## config.mk

```make
export PLATFORM = sky130hd
export DESIGN_NAME = sum_accumulator
export DESIGN_NICKNAME = d
export VERILOG_FILES = /design/src/rtl/sum_accumulator.sv
export SDC_FILE = /design/constraint.sdc
export NUM_CORES = 1
export LEC_CHECK = 0
export ABC_AREA = 1
export ABC_CLOCK_PERIOD_IN_PS = 2500
export CAP_MARGIN = 20
export CORE_ASPECT_RATIO = 1.1
export CORE_MARGIN = 8
export CORE_UTILIZATION = 56
export CTS_BUF_LIST = sky130_fd_sc_hd__clkbuf_4 sky130_fd_sc_hd__clkbuf_8 sky130_fd_sc_hd__clkbuf_16
export DETAILED_ROUTE_END_ITERATION = 8
export PLACE_DENSITY = 0.81
export SLEW_MARGIN = 20
export SYNTH_ARGS = -nofsm -noshare
export SYNTH_HDL_FRONTEND = slang
export SYNTH_SLANG_ARGS = --single-unit
```

## constraint.sdc

```tcl
create_clock -name i_clk -period 2.5 [get_ports i_clk]
set_input_delay 0.25 -clock i_clk [delete_from_list [all_inputs] [get_ports i_clk]]
set_output_delay 0.25 -clock i_clk [all_outputs]
set_load 0.01 [all_outputs]
```

## src/rtl/sum_accumulator.sv

```systemverilog
// Accumulates N_SAMPLES signed 32-bit sums into an ACC_W-bit batch total on a valid/ready output.
// Define SUM_ACCUMULATOR_SAT_EN for saturating adds; the default build wraps mod 2^ACC_W.
module sum_accumulator #(
  parameter int unsigned N_SAMPLES = 4,
  parameter int unsigned ACC_W     = 40
) (
  input  logic                                 i_clk,
  input  logic                                 i_rst_n,
  input  logic                                 i_clear,
  input  logic [31:0]                          i_sum,
  input  logic                                 i_valid,
  output logic                                 o_ready,
  output logic [ACC_W-1:0]                     o_acc,
  output logic                                 o_valid,
  input  logic                                 i_ready,
  output logic [$clog2(N_SAMPLES+1)-1:0]       o_count
);

  localparam int unsigned CntW = $clog2(N_SAMPLES + 1);
  localparam logic [CntW-1:0] LastCnt = CntW'(N_SAMPLES - 1);

  typedef enum logic [0:0] {StAccum, StHold} state_e;

  state_e             state_q, state_d;
  logic [ACC_W-1:0]   acc_q, acc_d;
  logic [CntW-1:0]    count_q, count_d;
  logic [ACC_W-1:0]   oacc_q, oacc_d;
  logic               ovalid_q, ovalid_d;
  logic [ACC_W-1:0]   sum_ext;
  logic [ACC_W-1:0]   add_res;

  assign sum_ext = ACC_W'(signed'(i_sum));

`ifdef SUM_ACCUMULATOR_SAT_EN
  localparam logic [ACC_W-1:0] MaxVal = {1'b0, {(ACC_W-1){1'b1}}};
  localparam logic [ACC_W-1:0] MinVal = {1'b1, {(ACC_W-1){1'b0}}};
  logic [ACC_W:0] add_wide;

  assign add_wide = {acc_q[ACC_W-1], acc_q} + {sum_ext[ACC_W-1], sum_ext};

  // Top two bits disagree only on signed overflow; the wide sign picks the clamp direction.
  always_comb begin
    add_res = add_wide[ACC_W-1:0];
    if (add_wide[ACC_W] != add_wide[ACC_W-1]) begin
      add_res = add_wide[ACC_W] ? MinVal : MaxVal;
    end
  end
`else
  assign add_res = acc_q + sum_ext;
`endif

  always_ff @(posedge i_clk or negedge i_rst_n) begin
    if (!i_rst_n) begin
      state_q  <= StAccum;
      acc_q    <= '0;
      count_q  <= '0;
      oacc_q   <= '0;
      ovalid_q <= 1'b0;
    end else begin
      state_q  <= state_d;
      acc_q    <= acc_d;
      count_q  <= count_d;
      oacc_q   <= oacc_d;
      ovalid_q <= ovalid_d;
    end
  end

  always_comb begin
    state_d  = state_q;
    acc_d    = acc_q;
    count_d  = count_q;
    oacc_d   = oacc_q;
    ovalid_d = ovalid_q;
    if (i_clear) begin
      // Abort drops any held result but leaves the last total visible on o_acc.
      state_d  = StAccum;
      acc_d    = '0;
      count_d  = '0;
      ovalid_d = 1'b0;
    end else begin
      unique case (state_q)
        StAccum: begin
          if (i_valid) begin
            if (count_q == LastCnt) begin
              oacc_d   = add_res;
              ovalid_d = 1'b1;
              acc_d    = '0;
              count_d  = '0;
              state_d  = StHold;
            end else begin
              acc_d   = add_res;
              count_d = count_q + CntW'(1);
            end
          end
        end
        StHold: begin
          if (i_ready) begin
            ovalid_d = 1'b0;
            state_d  = StAccum;
          end
        end
        default: state_d = StAccum;
      endcase
    end
  end

  always_comb begin
    o_ready = (state_q == StAccum);
    o_acc   = oacc_q;
    o_valid = ovalid_q;
    o_count = count_q;
  end

endmodule

```

-- Word-level counts from Yosys, hierarchy flattened
Index checks and enable logic that the tools add are counted.
- input bits: 37
- register bits after elaboration: 85
- word-level logic and storage cells: 36
- muxes and demuxes: 18
- add/sub/neg operators: 2
- reduce and logical (&&, ||, !) cells: 4
- bitwise gates (word level): 2
- equality and inequality tests: 5
- operators by type and width (kind ; number):
    40-bit 2-to-1 mux ; 4
    40-bit adder ; 1
    3-bit 2-to-1 mux ; 4
    1-bit 2-to-1 mux ; 8
    3-bit inequality test, second input constant ; 2
    1-bit case mux with 2 select lines ; 2
    4-bit AND reduction ; 1
    3-bit by 1-bit adder with 3-bit output, second input constant ; 1
    3-bit by 2-bit == test with 1-bit output, second input constant ; 1
    3-bit by 2-bit inequality test with 1-bit output, second input constant ; 1
    3-bit AND reduction ; 1
    2-bit inequality test, second input constant ; 1
    1-bit NOT ; 2
    2-bit AND reduction ; 1
    2-bit nonzero test ; 1

-- Depth between registers and ports, before layout
Gate-level depths: netlist of the first run.
- depth in word-level cells: 5
- mapped depth: 15

-- Least setup slack after synthesis of the first run
No wires, ideal clock.
- path type: flip-flop to flip-flop
- from: register acc_q[0]
- to: register acc_q[32]
- path slack: 0.606 ns
- buffers on the path: 0
- clock period less this slack: 1.894 ns
- required time: 2.383 ns
- cell stages (with the launch flop): 16
- arrival: 1.777 ns
- cells stage by stage: dfrtp_1 > ha_1 > inv_1 > fa_1 > inv_1 > nand3_1 > nand2_2 > nand2_1 > nand2_1 > nand3b_1 > nand2_1 > nand2_1 > nand2_1 > nand2_1 > nand3_1 > nand2_1
- word-level cells in the longest chain between the ends: 5
- RTL lines (item ; RTL line ; RTL):
    start, declared ; 25 ; logic [ACC_W-1:0] acc_q, acc_d;
    start signal, assigned ; 55 ; acc_q <= '0;
    start signal, assigned ; 61 ; acc_q <= acc_d;
    40-bit adder ; 49 ; assign add_res = acc_q + sum_ext;
    40-bit 2-to-1 mux ; 84 ; if (count_q == LastCnt) begin
    40-bit 2-to-1 mux ; 83 ; if (i_valid) begin
    40-bit 2-to-1 mux ; 81 ; unique case (state_q)
    40-bit 2-to-1 mux ; 74 ; if (i_clear) begin
Every way passes these cells. The select of a mux whose other input is x is not followed.
A chain may end at the register's enable or synchronous reset.

-- Worst setup path after layout of the first run
- from: register acc_q[0]
- to: register oacc_q[38] (netlist: o_acc[38])
- word-level cells in the longest chain between the ends: 1
- RTL lines (item ; RTL line ; RTL):
    40-bit adder ; 49 ;
    end signal, assigned ; 57 ; oacc_q <= '0;
    end signal, assigned ; 63 ; oacc_q <= oacc_d;
    end, declared ; 27 ; logic [ACC_W-1:0] oacc_q, oacc_d;
Every way passes these cells.

==> results.toml, run 1 <==
[outcome]
outcome = "completed"

[cells_and_area]
multi_input_area_um2 = 3410
drive_gt1_share_pct = 5.81
diodes = 0
utilization_pct = 69.5
nNetsFinal = 1106
regArea_um2 = 2130
fillCellCount = 1005
area_delta_synth_final_pct = 22.4
fin_cells = 1180
layout_common_cells = "384 x nand2_1, 133 x inv_1, 85 x dfrtp_1, 80 x clkdlybuf4s50_1, 71 x nor2_1"
layout_commonest_cell = "nand2_1"

[routing]
drtAntennaViolNets = 0
wl_per_cell_um = 14.7
via_per_inst = 5.18
routed_wl_um = 17300
drt_iter0_markers = 409
vias = 6107
drc = 0
drt-pass1-iter-count = 5

[yosys]
syn_avg_cell_area_um2 = 6.57
synth_seq_cells = 85
synthesis.nets = 1011
ys_seq_area_share_pct = 34.7
netlist_area_um2 = 6130
yosysUniqueCellTypes = 33
synth_edf_count = 0
syn_inst = 933
ys.warnings.count = 0
async_reset_ff_share_pct = 100
synth_ff_type = "dfrtp_1"

[sta]
rsz0062_at_grt = "no"
slew_viol_final = 0
fmax_ghz = 0.461
worst_clock_skew_ns = 0.00705
setup_viol = 0
tns_ns = 0
hold_viol = 0
worst_slew_pin_slew_ns = 0.483
slew_headroom_pct = 67.8
fin_crit_ns = 2.17
finalWorstSetupSlack_ns = 0.330
fin_crit_sh_pct = 86.8

[die]
die_h_um = 126
initial_core_util_pct = 56.7
rows = 40
fp.dieW_um = 116
pin_count = 82
dieArea_um2 = 14600
core-area_um2 = 10800

[pwr]
combPwrFrac_pct = 42.3
powerDensity_nw_per_um2 = 774
swShare_pct = 37.6
ir_drop_mv = 0.420
pwr-share-clk_pct = 24.7
internal_power_w = 0.00363
p_sw_w = 0.00219
power_leakage_nw = 4.19
p_seq_share_pct = 33.1

[flow_run]
cap_violations = 0

[setup_path]
crit_chain = "ha_1, inv_1, fa_1, inv_1, nand3_1, nand2_2, nand2_1, nand2_1, nand2_1, nand3_2, nand2_1, nand2_1, nand2_1, nand3_1, nand2_1"
worst_path_max_delay_cell = "fa_1"
cp_max_fo = 4
cp.arrival_ns = 2.40
crit_top_cell = "nand2_1"
start_kind = "flip-flop"
rrSetupSlack_ns = 0.33
path_class = "reg2reg"
cp_top_family = "simple AND/OR/NAND/NOR gates"
crit_required_ns = 2.73
critical_path_buf_inv_count = 2
slowest_delay_ns = 0.39
cp-end-kind = "flip-flop"

[global_route]
grt_pass1_vias = 6037
overflow = 0
grt_max_degree = 42
antenna_found_initial = 0
grt_pass1_wl_um = 28800
track_usage_pct = 24.9

[placed_design]
dp.cells = 1163
preCtsSetupSlack_ns = 0.0175
io_buffers = 81
hpwl_um = 13400
gp_congestion = 0.962

[hold_path]
min_path_type = "in2async"

[cts]
cts_buffers = 9
cts.path.max_buffers = 2
insertion_delay_ns = 0.35
ctsResizeCount = 0
clock-root-buffer = "clkbuf_16"
post-cts-setup-buffers = 0
cts_tree = "built"
cts_hold_buf = 1
cts.sinks = 85
htreeDepth = 3
clkSlewWorstSetupHoldPaths_ns = 0.06
per-stage QoR:
| stage | hold slack, ns | area [µm²] | total power, W |
|---|---|---|---|
| 2_1_floorplan | -0.0456 | 6130 | 0.00334 |
| 3_3_place_gp | 0.235 | 7180 | 0.00435 |
| 3_5_place_dp | 0.243 | 7180 | 0.00438 |
| 4_1_cts | 0.413 | 7510 | 0.00585 |
| 5_1_grt | 0.450 | 7510 | 0.00621 |
| 6_report | 0.403 | 7510 | 0.00581 |
path summary, 6_finish.rpt:
kind | cells past startpoint | to | start
worst min register to register | 2 | o_acc[29]$_DFFE_PN0P_ | o_acc[29]$_DFFE_PN0P_
worst max register to register | 15 | o_acc[38]$_DFFE_PN0P_ | acc_q[0]$_DFFE_PN0P_
max in group asynchronous | 3 | acc_q[27]$_DFFE_PN0P_ | i_rst_n
min in group i_clk | 2 | o_acc[29]$_DFFE_PN0P_ | o_acc[29]$_DFFE_PN0P_
worst max-delay path | 15 | o_acc[38]$_DFFE_PN0P_ | acc_q[0]$_DFFE_PN0P_
worst min-delay path | 2 | o_count[0]$_DFFE_PN0P_ | i_rst_n
Yosys cell counts, drive strengths merged, types with 3 or more instances:
cell type | number | share of area, %
a21oi | 32 | 2.7
buf | 8 | 0.96
clkbuf | 7 | 0.43
dfrtp | 85 | 35
ha | 40 | 8.2
inv | 137 | 8.4
nand2 | 389 | 24
nand3 | 73 | 6.4
nand3b | 5 | 0.61
nand4 | 3 | 0.31
nor2 | 76 | 5.0
nor3 | 5 | 0.41
o21ai | 43 | 3.7
o21bai | 4 | 0.61
or2 | 3 | 0.31
xnor2 | 13 | 1.9
xor2 | 5 | 0.71
layer usage:
metal	GRT usage, %	up-vias	wire length (µm)
met3	5.50	30	1230
met5	0	-	0
met4	8.48	0	371
li1	-	3103	-
met2	41.6	166	8380
met1	30.7	2808	7360
area by class of cell:
cell class / instances / area share, %
repair buffers: 99 / 12.8
clock buffers: 11 / 3.37
clock inverters: 5 / 0.867
multi-input cells: 696 / 45.4
inverters: 137 / 6.85
well taps: 147 / 2.45
flip-flops and latches: 85 / 28.3
kinds of logic (layout without fill, tap and decap cells):
family | count (synthesis) | after routing | share of synthesized area [%]
xor+xnor | 18 | 18 | 2.57
buf+inv | 152 | 252 | 9.77
compound gates | 83 | 83 | 7.47
flops | 85 | 85 | 34.7
simple gates | 554 | 554 | 37.0
fa+ha+maj | 41 | 41 | 8.49
power groups by stage:
stage	clock network [W]	registers, W	logic, W
after floorplan	0	0.00202	0.00132
after global placement	0	0.00194	0.00241
after detailed placement	0	0.00194	0.00244
after CTS	0.00146	0.00192	0.00247
after global routing	0.00150	0.00196	0.00275
final	0.00143	0.00192	0.00246
worst register-to-register path: stages (launching register included):
cell,delay (ns)
dfrtp_1,0.36
ha_1,0.17
inv_1,0.06
fa_1,0.39
inv_1,0.09
nand3_1,0.09
nand2_2,0.13
nand2_1,0.06
nand2_1,0.10
nand2_1,0.07
nand3_2,0.14
nand2_1,0.10
nand2_1,0.07
nand2_1,0.07
nand3_1,0.09
nand2_1,0.06
state kept, by name, indices dropped and copies added, names as in the netlist:
signal   count
o_valid      1
acc_q       40
o_count      3
state_q      1
o_acc       40
Note: power is estimated with default switching activity, not from simulation.
==> inputs of run 2 (changes only) <==
--- a/config.mk
+++ b/config.mk
@@ -6,9 +6,9 @@
 export NUM_CORES = 1
 export LEC_CHECK = 0
 export ABC_AREA = 1
-export ABC_CLOCK_PERIOD_IN_PS = 2500
+export ABC_CLOCK_PERIOD_IN_PS = 2150
 export CAP_MARGIN = 20
-export CORE_ASPECT_RATIO = 1.1
+export CORE_ASPECT_RATIO = 0.5
 export CORE_MARGIN = 8
 export CORE_UTILIZATION = 56
 export CTS_BUF_LIST = sky130_fd_sc_hd__clkbuf_4 sky130_fd_sc_hd__clkbuf_8 sky130_fd_sc_hd__clkbuf_16
==> constraint.sdc (replaced) <==
create_clock -name i_clk -period 2.15 [get_ports i_clk]
set_input_delay 0.215 -clock i_clk [delete_from_list [all_inputs] [get_ports i_clk]]
set_output_delay 0.215 -clock i_clk [all_outputs]
set_load 0.01 [all_outputs]
==> run 2 against run 1 <==
Hold slack got worse by 0.024 ns. Critical path type unchanged. Sequential share of layout area fell by 2.2 points. Via count is 2.9% higher. Highest routed layer unchanged. Clock power rose by 22%.
==> results.toml, run 2 (synthesis results as in run 1) <==
[global_route]
overflow = 0
grt_pass1_wl_um = 29100
grt_pass1_vias = 6186
antenna_found_initial = 0
track_usage_pct = 24.1
grt_max_degree = 40

[cells_and_area]
drive_gt1_share_pct = 13.9
nNetsFinal = 1166
fin_cells = 1238
layout_commonest_cell = "nand2_1"
fillCellCount = 869
regArea_um2 = 2130
fin_area_um2 = 8140
area_delta_synth_final_pct = 32.8
layout_common_cells = "369 x nand2_1, 131 x inv_1, 85 x dfrtp_1, 80 x clkdlybuf4s50_1, 76 x buf_4"
utilization_pct = 75.1
diodes = 0
multi_input_area_um2 = 3570

[placed_design]
io_buffers = 81
place_area_um2 = 7630
hpwl_um = 14100
dp.cells = 1219
gp_congestion = 0.922

[sta]
slew_viol_final = 0
fmax_ghz = 0.471
timing.hold.ws_ns = 0.379
slew_headroom_pct = 71.5
worst_slew_pin_slew_ns = 0.428
rsz0062_at_grt = "yes"
fin_crit_sh_pct = 98.7
hold_viol = 0
fin_crit_ns = 2.12
tns_ns = 0
setup_viol = 0
worst_clock_skew_ns = 0.0117

[die]
dieArea_um2 = 14800
initial_core_util_pct = 56.6
fp.dieW_um = 164
pin_count = 82
die_h_um = 90
rows = 27
core-area_um2 = 10800

[pwr]
powerDensity_nw_per_um2 = 886
power_leakage_nw = 4.50
ir_drop_mv = 0.522

[cts]
cts_buffers = 9
insertion_delay_ns = 0.35
cts.path.max_buffers = 2
cts_tree = "built"
clkSlewWorstSetupHoldPaths_ns = 0.07
htreeDepth = 3
clock-root-buffer = "clkbuf_16"
cts.sinks = 85

[setup_path]
cp.arrival_ns = 2.35
cp_top_family = "simple AND/OR/NAND/NOR gates"
crit_required_ns = 2.38
worst_path_max_delay_cell = "dfrtp_1"
slowest_delay_ns = 0.39
critical_path_buf_inv_count = 3
cp-end-kind = "flip-flop"
crit_top_cell = "nand2_1"
start_kind = "flip-flop"
crit_chain = "ha_1, buf_4, nand2_1, inv_1, nand2_1, nand2_1, a21oi_1, nand3_4, buf_4, nor2_1, nand3b_1, nand2_1"
path_class = "reg2reg"
cp_max_fo = 3

[routing]
drtAntennaViolNets = 0
routed_wl_um = 18100
drc = 0
via_per_inst = 5.07
wl_per_cell_um = 14.6
drt-pass1-iter-count = 5
drt_iter0_markers = 527
vias = 6282

[flow_run]
cap_violations = 0

[hold_path]
min_path_type = "in2async"

[outcome]
outcome = "completed"
## run 2: final timing paths
kind,startpoint,end,slack (ns),cells after the start
min in group i_clk,i_ready,state_q$_DFF_PN0_,0.47,2
max,acc_q[17]$_DFFE_PN0P_,o_acc[22]$_DFFE_PN0P_,0.03,12
max reg2reg,acc_q[17]$_DFFE_PN0P_,o_acc[22]$_DFFE_PN0P_,0.03,12
min reg2reg,o_acc[26]$_DFFE_PN0P_,o_acc[26]$_DFFE_PN0P_,0.48,2
max in group asynchronous,i_rst_n,o_acc[23]$_DFFE_PN0P_,1.11,3
min,i_rst_n,o_acc[18]$_DFFE_PN0P_,0.38,2
## run 2: per-stage QoR
step / setup slack, ns / total power [W]
after floorplan: 0.256 / 0.00388
after global placement: -0.202 / 0.00529
after detailed placement: -0.319 / 0.00536
after CTS: 0.00720 / 0.00714
after global routing: -0.0342 / 0.00767
final: 0.0287 / 0.00722
## run 2: report_power, final
part | total [W] | internal (W) | leakage [nW] | switching [W]
registers | 0.00224 | 0.00200 | 1.13 | 0.000242
logic | 0.00323 | 0.00152 | 3.21 | 0.00171
clock network | 0.00175 | 0.00103 | 0.157 | 0.000714
## run 2: per-layer routing
layer	track usage (%)	vias up	routed length [µm]
met5	0	-	0
met4	6.84	0	273
met3	3.96	23	1070
met2	40.6	148	8630
met1	31.2	2904	8150
li1	-	3207	-
## run 2: cell type report
class / count / area share, %
Clock inverter: 7 / 1.26
Inverter: 137 / 6.32
Tap cell: 145 / 2.23
Sequential cell: 85 / 26.1
Timing Repair Buffer: 159 / 17.5
Multi-Input combinational cell: 696 / 43.9
Clock buffer: 9 / 2.77
## run 2: what timing repair did
action	CTS	global route
hold buffers	1	0
setup endpoints to repair	3	35
resized for setup	2	36
buffers inserted	0	2
hold endpoints to repair	30	0
pin swaps	0	8
## run 2: worst register-to-register path, cell delays in order (launching register included)
cell and delay [ns]:
dfrtp_1 0.39, ha_1 0.30, buf_4 0.15, nand2_1 0.09, inv_1 0.08, nand2_1 0.08, nand2_1 0.09, a21oi_1 0.24
nand3_4 0.14, buf_4 0.16, nor2_1 0.11, nand3b_1 0.14, nand2_1 0.06
==> inputs of run 3 (changes only) <==
--- a/config.mk
+++ b/config.mk
@@ -13,6 +13,7 @@
 export CORE_UTILIZATION = 56
 export CTS_BUF_LIST = sky130_fd_sc_hd__clkbuf_4 sky130_fd_sc_hd__clkbuf_8 sky130_fd_sc_hd__clkbuf_16
 export DETAILED_ROUTE_END_ITERATION = 8
+export GPL_TIMING_DRIVEN = 0
 export PLACE_DENSITY = 0.81
 export SLEW_MARGIN = 20
 export SYNTH_ARGS = -nofsm -noshare
==> run 3 against run 2 <==
Global-route usage is essentially flat. Die area is the same. Via count shrank 1.9%. Sequential cell count is the same. Critical path depth grew 2. Sequential power is essentially flat. Critical path type unchanged.
==> results.toml, run 3 (synthesis results as in run 1) <==
[global_route]
overflow = 0
antenna_found_initial = 0
grt_pass1_vias = 6042
grt_max_degree = 58
grt_pass1_wl_um = 28800
track_usage_pct = 24.1

[placed_design]
place_area_um2 = 7150
preCtsSetupSlack_ns = -0.505
gp_congestion = 0.966
hpwl_um = 14000
io_buffers = 81

[cells_and_area]
layout_commonest_cell = "nand2_1"
drive_gt1_share_pct = 11.5
area_delta_synth_final_pct = 27.1
nNetsFinal = 1115
diodes = 0
layout_common_cells = "356 x nand2_1, 131 x inv_1, 85 x dfrtp_1, 79 x clkdlybuf4s50_1, 68 x nor2_1"
fin_area_um2 = 7790
utilization_pct = 71.9

[setup_path]
crit_chain = "ha_4, inv_2, fa_2, inv_2, nand3_2, nand2_4, buf_4, nand4_1, nand3_4, nand2_2, nand2_2, nand2_2, nand3_2, nand2_1"
cp_top_family = "simple AND/OR/NAND/NOR gates"
start_kind = "flip-flop"
cp.arrival_ns = 2.34
path_class = "reg2reg"
critical_path_buf_inv_count = 3
r2r_cells = 14
crit_required_ns = 2.38
reg2reg_to = "acc_q[36]$_DFFE_PN0P_"
reg2reg_from = "acc_q[0]$_DFFE_PN0P_"
slowest_delay_ns = 0.41
worst_path_max_delay_cell = "fa_2"
cp_max_fo = 4
cp-end-kind = "flip-flop"
rrSetupSlack_ns = 0.03
crit_top_cell = "nand2_2"

[die]
core-area_um2 = 10800
fp.dieW_um = 164
pin_count = 82
dieArea_um2 = 14800
initial_core_util_pct = 56.6
rows = 27
die_h_um = 90

[sta]
slew_headroom_pct = 55.1
fmax_ghz = 0.473
slew_viol_final = 0
worst_clock_skew_ns = 0.0106
rsz0062_at_grt = "yes"
worst_slew_pin_slew_ns = 0.673
setup_viol = 0
hold_viol = 0
finalWorstSetupSlack_ns = 0.0345
fin_crit_ns = 2.12
timing.hold.ws_ns = 0.356
fin_crit_sh_pct = 98.4
tns_ns = 0

[routing]
via_per_inst = 5.19
routed_wl_um = 18000
vias = 6163
drt-pass1-iter-count = 6
drtAntennaViolNets = 0
drc = 0
drt_iter0_markers = 428
wl_per_cell_um = 15.2

[pwr]
p_sw_w = 0.00262
internal_power_w = 0.00414
swShare_pct = 38.8
p_seq_share_pct = 32.9
power_leakage_nw = 4.27
powerDensity_nw_per_um2 = 868
pwr-share-clk_pct = 22.5
ir_drop_mv = 0.525
combPwrFrac_pct = 44.6

[cts]
insertion_delay_ns = 0.34
cts_buffers = 9
cts.path.max_buffers = 2
htreeDepth = 3
clkSlewWorstSetupHoldPaths_ns = 0.07
cts.sinks = 85
clock-root-buffer = "clkbuf_16"
cts_tree = "built"

[flow_run]
cap_violations = 0

[outcome]
outcome = "completed"

[hold_path]
min_path_type = "in2async"
[run 3: cell types whose count changed in the layout (fill, tap and decap cells not counted), moves of 6 or more]
| cell | before | now |
|---|---|---|
| clkbuf_1 | 0 | 7 |
| buf_4 | 76 | 9 |
| nand2_1 | 369 | 356 |
| nand3_2 | 3 | 9 |
| nand3_1 | 66 | 60 |
| nand2_2 | 19 | 29 |
[run 3: timing repair]
item,4_1_cts,5_1_grt
endpoints found under the setup margin,17,44
hold buffers,1,0
buffers inserted,2,8
resized for setup,8,63
pin swaps,2,13
hold endpoints to repair,28,0
gates cloned,0,0
[run 3: power groups by stage]
stage | Combinational (W) | Clock (W) | Sequential, W
floorplan | 0.00153 | 0 | 0.00235
global placement | 0.00274 | 0 | 0.00223
detailed placement | 0.00280 | 0 | 0.00224
CTS | 0.00284 | 0.00153 | 0.00222
global route | 0.00332 | 0.00160 | 0.00227
finish | 0.00302 | 0.00152 | 0.00223
[run 3: worst register-to-register path, cell delays in order (launching register included)]
cell and delay, ns:
dfrtp_1 0.40, ha_4 0.16, inv_2 0.04, fa_2 0.41, inv_2 0.08, nand3_2 0.07
nand2_4 0.11, buf_4 0.11, nand4_1 0.13, nand3_4 0.16, nand2_2 0.10, nand2_2 0.07
nand2_2 0.06, nand3_2 0.06, nand2_1 0.05
[run 3: area by class of cell]
cell class	instances	area, µm²
Tap cell	145	181
Buffer	15	85.1
Fill cell	920	3050
Multi-Input combinational cell	696	3670
Inverter	137	514
Clock buffer	10	239
Clock inverter	6	46.3
Sequential cell	85	2130
Timing Repair Buffer	93	931
[run 3: how the worst max path moves through the flow]
| stage | from | endpoint | cells past startpoint |
|---|---|---|---|
| after floorplan | acc_q[0]$_DFFE_PN0P_ | acc_q[32]$_DFFE_PN0P_ | 15 |
| after global placement | i_rst_n | o_acc[5]$_DFFE_PN0P_ | 1 |
| after detailed placement | i_sum[0] | acc_q[24]$_DFFE_PN0P_ | 16 |
| after CTS | i_sum[0] | acc_q[38]$_DFFE_PN0P_ | 16 |
| after global routing | acc_q[0]$_DFFE_PN0P_ | o_acc[36]$_DFFE_PN0P_ | 14 |
| final | acc_q[0]$_DFFE_PN0P_ | acc_q[36]$_DFFE_PN0P_ | 14 |
[run 3: stage by stage]
stage / total power [W] / cells
after floorplan: 0.00388 / 933
after global placement: 0.00497 / 1159
after detailed placement: 0.00504 / 1160
after CTS: 0.00659 / 1179
after global routing: 0.00719 / 1187
final: 0.00676 / 1187
[run 3: layer usage]
layer  wire (µm)  track usage [%]  vias to the layer above  part of all wire [%]
met4         292             6.54                        0                   1.6
met3        1220             5.00                       25                   6.8
met5           0                0                        -                     0
met2        8340             39.3                      189                    46
li1            -                -                     3104                     -
met1        8180             31.9                     2845                    45
